## config.mk

```make
export PLATFORM = sky130hd
export DESIGN_NAME = snn_config_loader
export DESIGN_NICKNAME = d
export VERILOG_FILES = /design/src/rtl/snn_config_loader.sv
export SDC_FILE = /design/constraint.sdc
export NUM_CORES = 2
export LEC_CHECK = 0
export BUFFER_PORTS_ARGS = -buffer_cell sky130_fd_sc_hd__buf_2
export CAP_MARGIN = 20
export CELL_PAD_IN_SITES_DETAIL_PLACEMENT = 0
export CELL_PAD_IN_SITES_GLOBAL_PLACEMENT = 2
export CORE_AREA = 2 2 692 694
export DETAILED_ROUTE_END_ITERATION = 10
export DIE_AREA = 0 0 694 696
export GPL_ROUTABILITY_DRIVEN = 0
export PLACE_DENSITY_LB_ADDON = 0.3
export SYNTH_ARGS = -nofsm -noshare
export SYNTH_HDL_FRONTEND = slang
export SYNTH_SLANG_ARGS = --single-unit
```

## constraint.sdc

```tcl
create_clock -name clk -period 145.3 [get_ports clk]
set_input_delay 14.53 -clock clk [delete_from_list [all_inputs] [get_ports clk]]
set_output_delay 14.53 -clock clk [all_outputs]
set_load 0.02 [all_outputs]
```

## src/rtl/snn_config_loader.sv

```systemverilog
// Byte-serial configuration loader for the two-layer SNN: streams weights, delays and
// shared neuron parameters into output registers. Define SNN_CFG_CHECKSUM_EN to add a trailing checksum byte.
module snn_config_loader #(
    parameter int WEIGHT_BYTES = 144,
    parameter int DELAY_BYTES  = 72
) (
    input  logic                      clk,
    input  logic                      reset,
    input  logic                      cfg_start,
    input  logic                      cfg_valid,
    input  logic [7:0]                cfg_byte,
    output logic                      cfg_ready,
    input  logic                      enable,
    output logic [8*WEIGHT_BYTES-1:0] weights,
    output logic [8*DELAY_BYTES-1:0]  delays,
    output logic [7:0]                threshold,
    output logic [7:0]                decay,
    output logic [7:0]                refractory_period,
    output logic                      cfg_done,
    output logic                      cfg_error,
    output logic                      net_enable
);

    localparam int N = WEIGHT_BYTES + DELAY_BYTES + 3;
    localparam logic [8:0] LAST_IDX       = 9'(N - 1);
    localparam logic [8:0] THRESHOLD_IDX  = 9'(N - 3);
    localparam logic [8:0] DECAY_IDX      = 9'(N - 2);
    localparam logic [8:0] REFRACTORY_IDX = 9'(N - 1);

    typedef enum logic [2:0] {
        IDLE  = 3'd0,
        LOAD  = 3'd1,
        CHECK = 3'd2,
        DONE  = 3'd3,
        ERROR = 3'd4
    } state_t;

    state_t     state_reg;
    state_t     state_next;
    logic [8:0] idx_reg;
    logic       accept;
    logic       load_accept;

    // A start request always wins over a byte offered in the same cycle.
    assign accept      = cfg_valid && cfg_ready && !cfg_start;
    assign load_accept = accept && (state_reg == LOAD);

`ifdef SNN_CFG_CHECKSUM_EN
    logic [7:0] sum_reg;

    always_ff @(posedge clk or posedge reset) begin
        if (reset) begin
            sum_reg <= 8'h00;
        end else if (cfg_start) begin
            sum_reg <= 8'h00;
        end else if (load_accept) begin
            sum_reg <= sum_reg + cfg_byte;
        end
    end
`endif

    always_ff @(posedge clk or posedge reset) begin
        if (reset) begin
            state_reg <= IDLE;
        end else begin
            state_reg <= state_next;
        end
    end

    always_comb begin
        state_next = state_reg;
        if (cfg_start) begin
            state_next = LOAD;
        end else begin
            case (state_reg)
                LOAD: begin
                    if (load_accept && (idx_reg == LAST_IDX)) begin
`ifdef SNN_CFG_CHECKSUM_EN
                        state_next = CHECK;
`else
                        state_next = DONE;
`endif
                    end
                end
                CHECK: begin
`ifdef SNN_CFG_CHECKSUM_EN
                    if (accept) begin
                        state_next = (cfg_byte == sum_reg) ? DONE : ERROR;
                    end
`endif
                end
                default: state_next = state_reg;
            endcase
        end
    end

    always_comb begin
        cfg_ready = (state_reg == LOAD) || (state_reg == CHECK);
        cfg_done  = (state_reg == DONE);
`ifdef SNN_CFG_CHECKSUM_EN
        cfg_error = (state_reg == ERROR);
`else
        cfg_error = 1'b0;
`endif
    end

    always_ff @(posedge clk or posedge reset) begin
        if (reset) begin
            idx_reg <= 9'd0;
        end else if (cfg_start) begin
            idx_reg <= 9'd0;
        end else if (accept) begin
            idx_reg <= idx_reg + 9'd1;
        end
    end

    always_ff @(posedge clk or posedge reset) begin
        if (reset) begin
            net_enable <= 1'b0;
        end else begin
            net_enable <= enable && cfg_done;
        end
    end

    // One register per byte lane, each decoding its own stream position.
    for (genvar gi = 0; gi < WEIGHT_BYTES; gi++) begin : g_weight
        logic [7:0] byte_reg;
        always_ff @(posedge clk or posedge reset) begin
            if (reset) begin
                byte_reg <= 8'h00;
            end else if (load_accept && (idx_reg == 9'(gi))) begin
                byte_reg <= cfg_byte;
            end
        end
        assign weights[gi*8 +: 8] = byte_reg;
    end

    for (genvar gi = 0; gi < DELAY_BYTES; gi++) begin : g_delay
        logic [7:0] byte_reg;
        always_ff @(posedge clk or posedge reset) begin
            if (reset) begin
                byte_reg <= 8'h00;
            end else if (load_accept && (idx_reg == 9'(WEIGHT_BYTES + gi))) begin
                byte_reg <= cfg_byte;
            end
        end
        assign delays[gi*8 +: 8] = byte_reg;
    end

    always_ff @(posedge clk or posedge reset) begin
        if (reset) begin
            threshold         <= 8'h00;
            decay             <= 8'h00;
            refractory_period <= 8'h00;
        end else if (load_accept) begin
            if (idx_reg == THRESHOLD_IDX) begin
                threshold <= cfg_byte;
            end
            if (idx_reg == DECAY_IDX) begin
                decay <= cfg_byte;
            end
            if (idx_reg == REFRACTORY_IDX) begin
                refractory_period <= cfg_byte;
            end
        end
    end

endmodule
```

==> results.json <==
{
  "vdd_ir_drop_max_mv": 0.00992,
  "p_comb_share_pct": 4.0,
  "post-synth-top-area-cell": "dfrtp_1",
  "mostFrequentLayoutCells": "dfrtp_1 (1761), buf_2 (1759), mux2_2 (1711), clkbuf_16 (219), nand4_2 (138)",
  "synthTopCellsByArea": "dfrtp_1 (64%), mux2_2 (28%), nand4_2 (2.5%)",
  "hp-class": "register to register",
  "antenna_found_initial": 20,
  "power.total_uw": 1110,
  "slowest_stage": "buf_4",
  "worstRegToRegCells": 9,
  "dr.pass1.iters": 4,
  "p_per_area_mw_per_mm2": 11.9,
  "slowest_delay_ns": 0.82,
  "wire_per_inst_um": 27.8,
  "yosys.cell_types.count": 42,
  "pwr-share-seq_pct": 44.8,
  "grt_pass1_vias": 46312,
  "worst_slew_pin_slew_ns": 1.05,
  "h-tree-depth": 4,
  "hold_buffers": 0,
  "post-dp-hpwl_um": 248000,
  "crit_buf_inv": 7,
  "io_pins": 1769,
  "drtIter0Drc": 2099,
  "setup_viol": 0,
  "cp_data_required_time_ns": 146.14,
  "startpoint_type": "primary input",
  "crit_path_frequent_cell": "buf_4",
  "num_vias": 44311,
  "holdPathEnd": "g_weight[40].byte_reg[0]",
  "register_area_mm2": 0.0441,
  "r2r_start": "state_reg[1]",
  "pwr-share-clk_pct": 51.2,
  "syn_inst": 4124,
  "slew_headroom_pct": 29.7,
  "coreArea_mm2": 0.476,
  "yosys_register_bits": 1764,
  "std_cell_rows": 254,
  "wl_um": 345000,
  "cts_resized": 0,
  "ys_warn_count": 0,
  "setup_tns_ns": 0,
  "cts_buffers": 219,
  "min-delay-start": "g_weight[40].byte_reg[0]",
  "die_x_um": 694,
  "fillers": 51586,
  "grt_max_degree": 161,
  "cts.path.max_buffers": 4,
  "root_buffer": "clkbuf_16",
  "final_common_cell": "dfrtp_1",
  "crit_path_start": "reset",
  "clkLatencyLatePin_ns": 0.98,
  "finalNetCount": 5926,
  "critPathCaptureType": "asynchronous set/reset pin",
  "overflow": 0,
  "start_util_pct": 14.6,
  "criticalPathCategory": "primary input to asynchronous set/reset pin",
  "path_delay_family": "buffers and inverters",
  "leakagePower_uw": 0.0522,
  "slew_violations": 0,
  "fin_crit_sh_pct": 12.4,
  "syn_avg_cell_area_um2": 16.8,
  "area_growth_pct": 34.3,
  "rr_endpoint": "g_delay[11].byte_reg[2]",
  "fin_crit_ns": 18.03,
  "cts_num_sinks": 1764,
  "routed_via_density": 3.58,
  "io_buffers": 1767,
  "synth_nets": 4143,
  "p_switching_uw": 270,
  "p_sw_share_pct": 24.4,
  "cp_data_arrival_time_ns": 18.87,
  "cts_tree": "done",
  "path_max_fanout": 145,
  "intPower_uw": 837,
  "grt_pass1_wl_um": 452000,
  "cts_setup_buffers": 0,
  "drive_above_1_share_pct": 68.7,
  "fmax_ghz": 0.0555,
  "r2r_slack_ns": 140.64,
  "path_clk_slew_ns": 0.06,
  "status": "finished, final reports clean",
  "yosysSeqAreaShare_pct": 63.6,
  "hold_depth": 1,
  "synthArstFlopShare_pct": 100,
  "largest_register_ffs": 1152,
  "hold_viol": 0,
  "die_h_um": 696,
  "post-route-drc-count": 0,
  "grt_usage_pct": 13.6,
  "multiInputGateArea_mm2": 0.0238,
  "detail-route-antenna-nets": 0,
  "maxCapViolations": 0,
  "synth_flop_cell": "dfrtp_1",
  "skew_ns": 0.138,
  "die_area_mm2": 0.483,
  "synth_edf_count": 0,
  "crit_chain": "buf_2 > inv_8 > buf_12 > buf_4 > buf_4 > buf_12 > buf_4",
  "synth_area_mm2": 0.0694,
  "synth_top_area_share_pct": 63.6,
  "rsz0062_at_grt": "false"
}
==> per-layer routing <==
layer	track usage (%)	part of all wire [%]
met5	0	0.0038
met4	3.77	2.9
met3	3.62	6.2
met2	24.5	52
met1	15.8	39
==> cell families after synthesis <==
group,after synthesis,synth area share (%)
adders and majority gates,6,0.108
xor gates and xnor gates,1,0.0126
buffers and inverters,311,2.25
muxes,1753,28.5
AOI/OAI and AO/OA,13,0.101
DFF,1764,63.6
other,1,0.00540
and+or+nand+nor,275,5.44
==> power by group through the flow <==
| stage | Sequential (µW) | Combinational, µW | Clock (µW) |
|---|---|---|---|
| after floorplan | 509 | 20.1 | 0 |
| after global placement | 504 | 46.3 | 0 |
| after detailed placement | 504 | 46.8 | 0 |
| after CTS | 495 | 46.8 | 587 |
| after global routing | 495 | 48.5 | 606 |
| final | 495 | 44.1 | 567 |
==> synth_stat cells (3+ instances only) <==
cell type,n
nand4_2,138
mux2_4,7
buf_2,47
nor4b_2,3
nor3b_2,4
buf_4,50
and4bb_2,4
ha_1,6
o21ai_0,4
or3_1,3
a21oi_1,7
nand4_1,11
nand4_4,70
and3_1,4
buf_8,5
mux2_1,35
inv_1,6
nand2_1,8
nor2_1,3
and3b_1,8
buf_6,8
mux2_2,1711
dfrtp_1,1764
clkbuf_1,193
and4b_1,3
==> how the worst max path moves through the flow <==
| stage | cells after the start | slack, ns | to |
|---|---|---|---|
| finish | 7 | 127.27 | g_weight[101].byte_reg[4] |
| global route | 7 | 126.66 | g_weight[101].byte_reg[4] |
| CTS | 7 | 127.11 | g_weight[103].byte_reg[0] |
| detailed placement | 7 | 126.13 | g_weight[100].byte_reg[4] |
| global placement | 7 | 126.32 | g_weight[100].byte_reg[4] |
| floorplan | 1 | 80.97 | decay[0] |
==> worst reg2reg max path, stage by stage, from the launching register on <==
cell and delay [ns]:
dfrtp_1 0.38, inv_1 0.08, ha_1 0.22, nor3b_4 0.27, buf_4 0.29, buf_4 0.59
buf_4 0.71, buf_4 0.93, nand4_2 0.63, mux2_2 0.45
==> area by class of cell <==
class / count / area share (%)
inverter: 6 / 0.0322
clock buffer: 325 / 6.97
clock inverter: 73 / 1.06
multi-input combinational: 2049 / 25.6
antenna: 26 / 0.0698
timing repair buffer: 1867 / 10.5
sequential: 1764 / 47.4
tap: 6272 / 8.42
==> per-stage QoR <==
stage / cells / cell area, µm² / util (%) / setup WS [ns] / hold slack, ns
6_report: 12382 / 93200 / 19.6 / 127.27 / 0.485
5_1_grt: 12357 / 93100 / 19.6 / 126.66 / 0.503
4_1_cts: 12355 / 93100 / 19.5 / 127.11 / 0.489
3_5_place_dp: 11957 / 85600 / 18.0 / 126.13 / 0.475
3_3_place_gp: 11955 / 85600 / 18.0 / 126.32 / 0.471
2_1_floorplan: 4124 / 69400 / - / 80.97 / 0.471
Note: power is estimated with default switching activity, not from simulation.
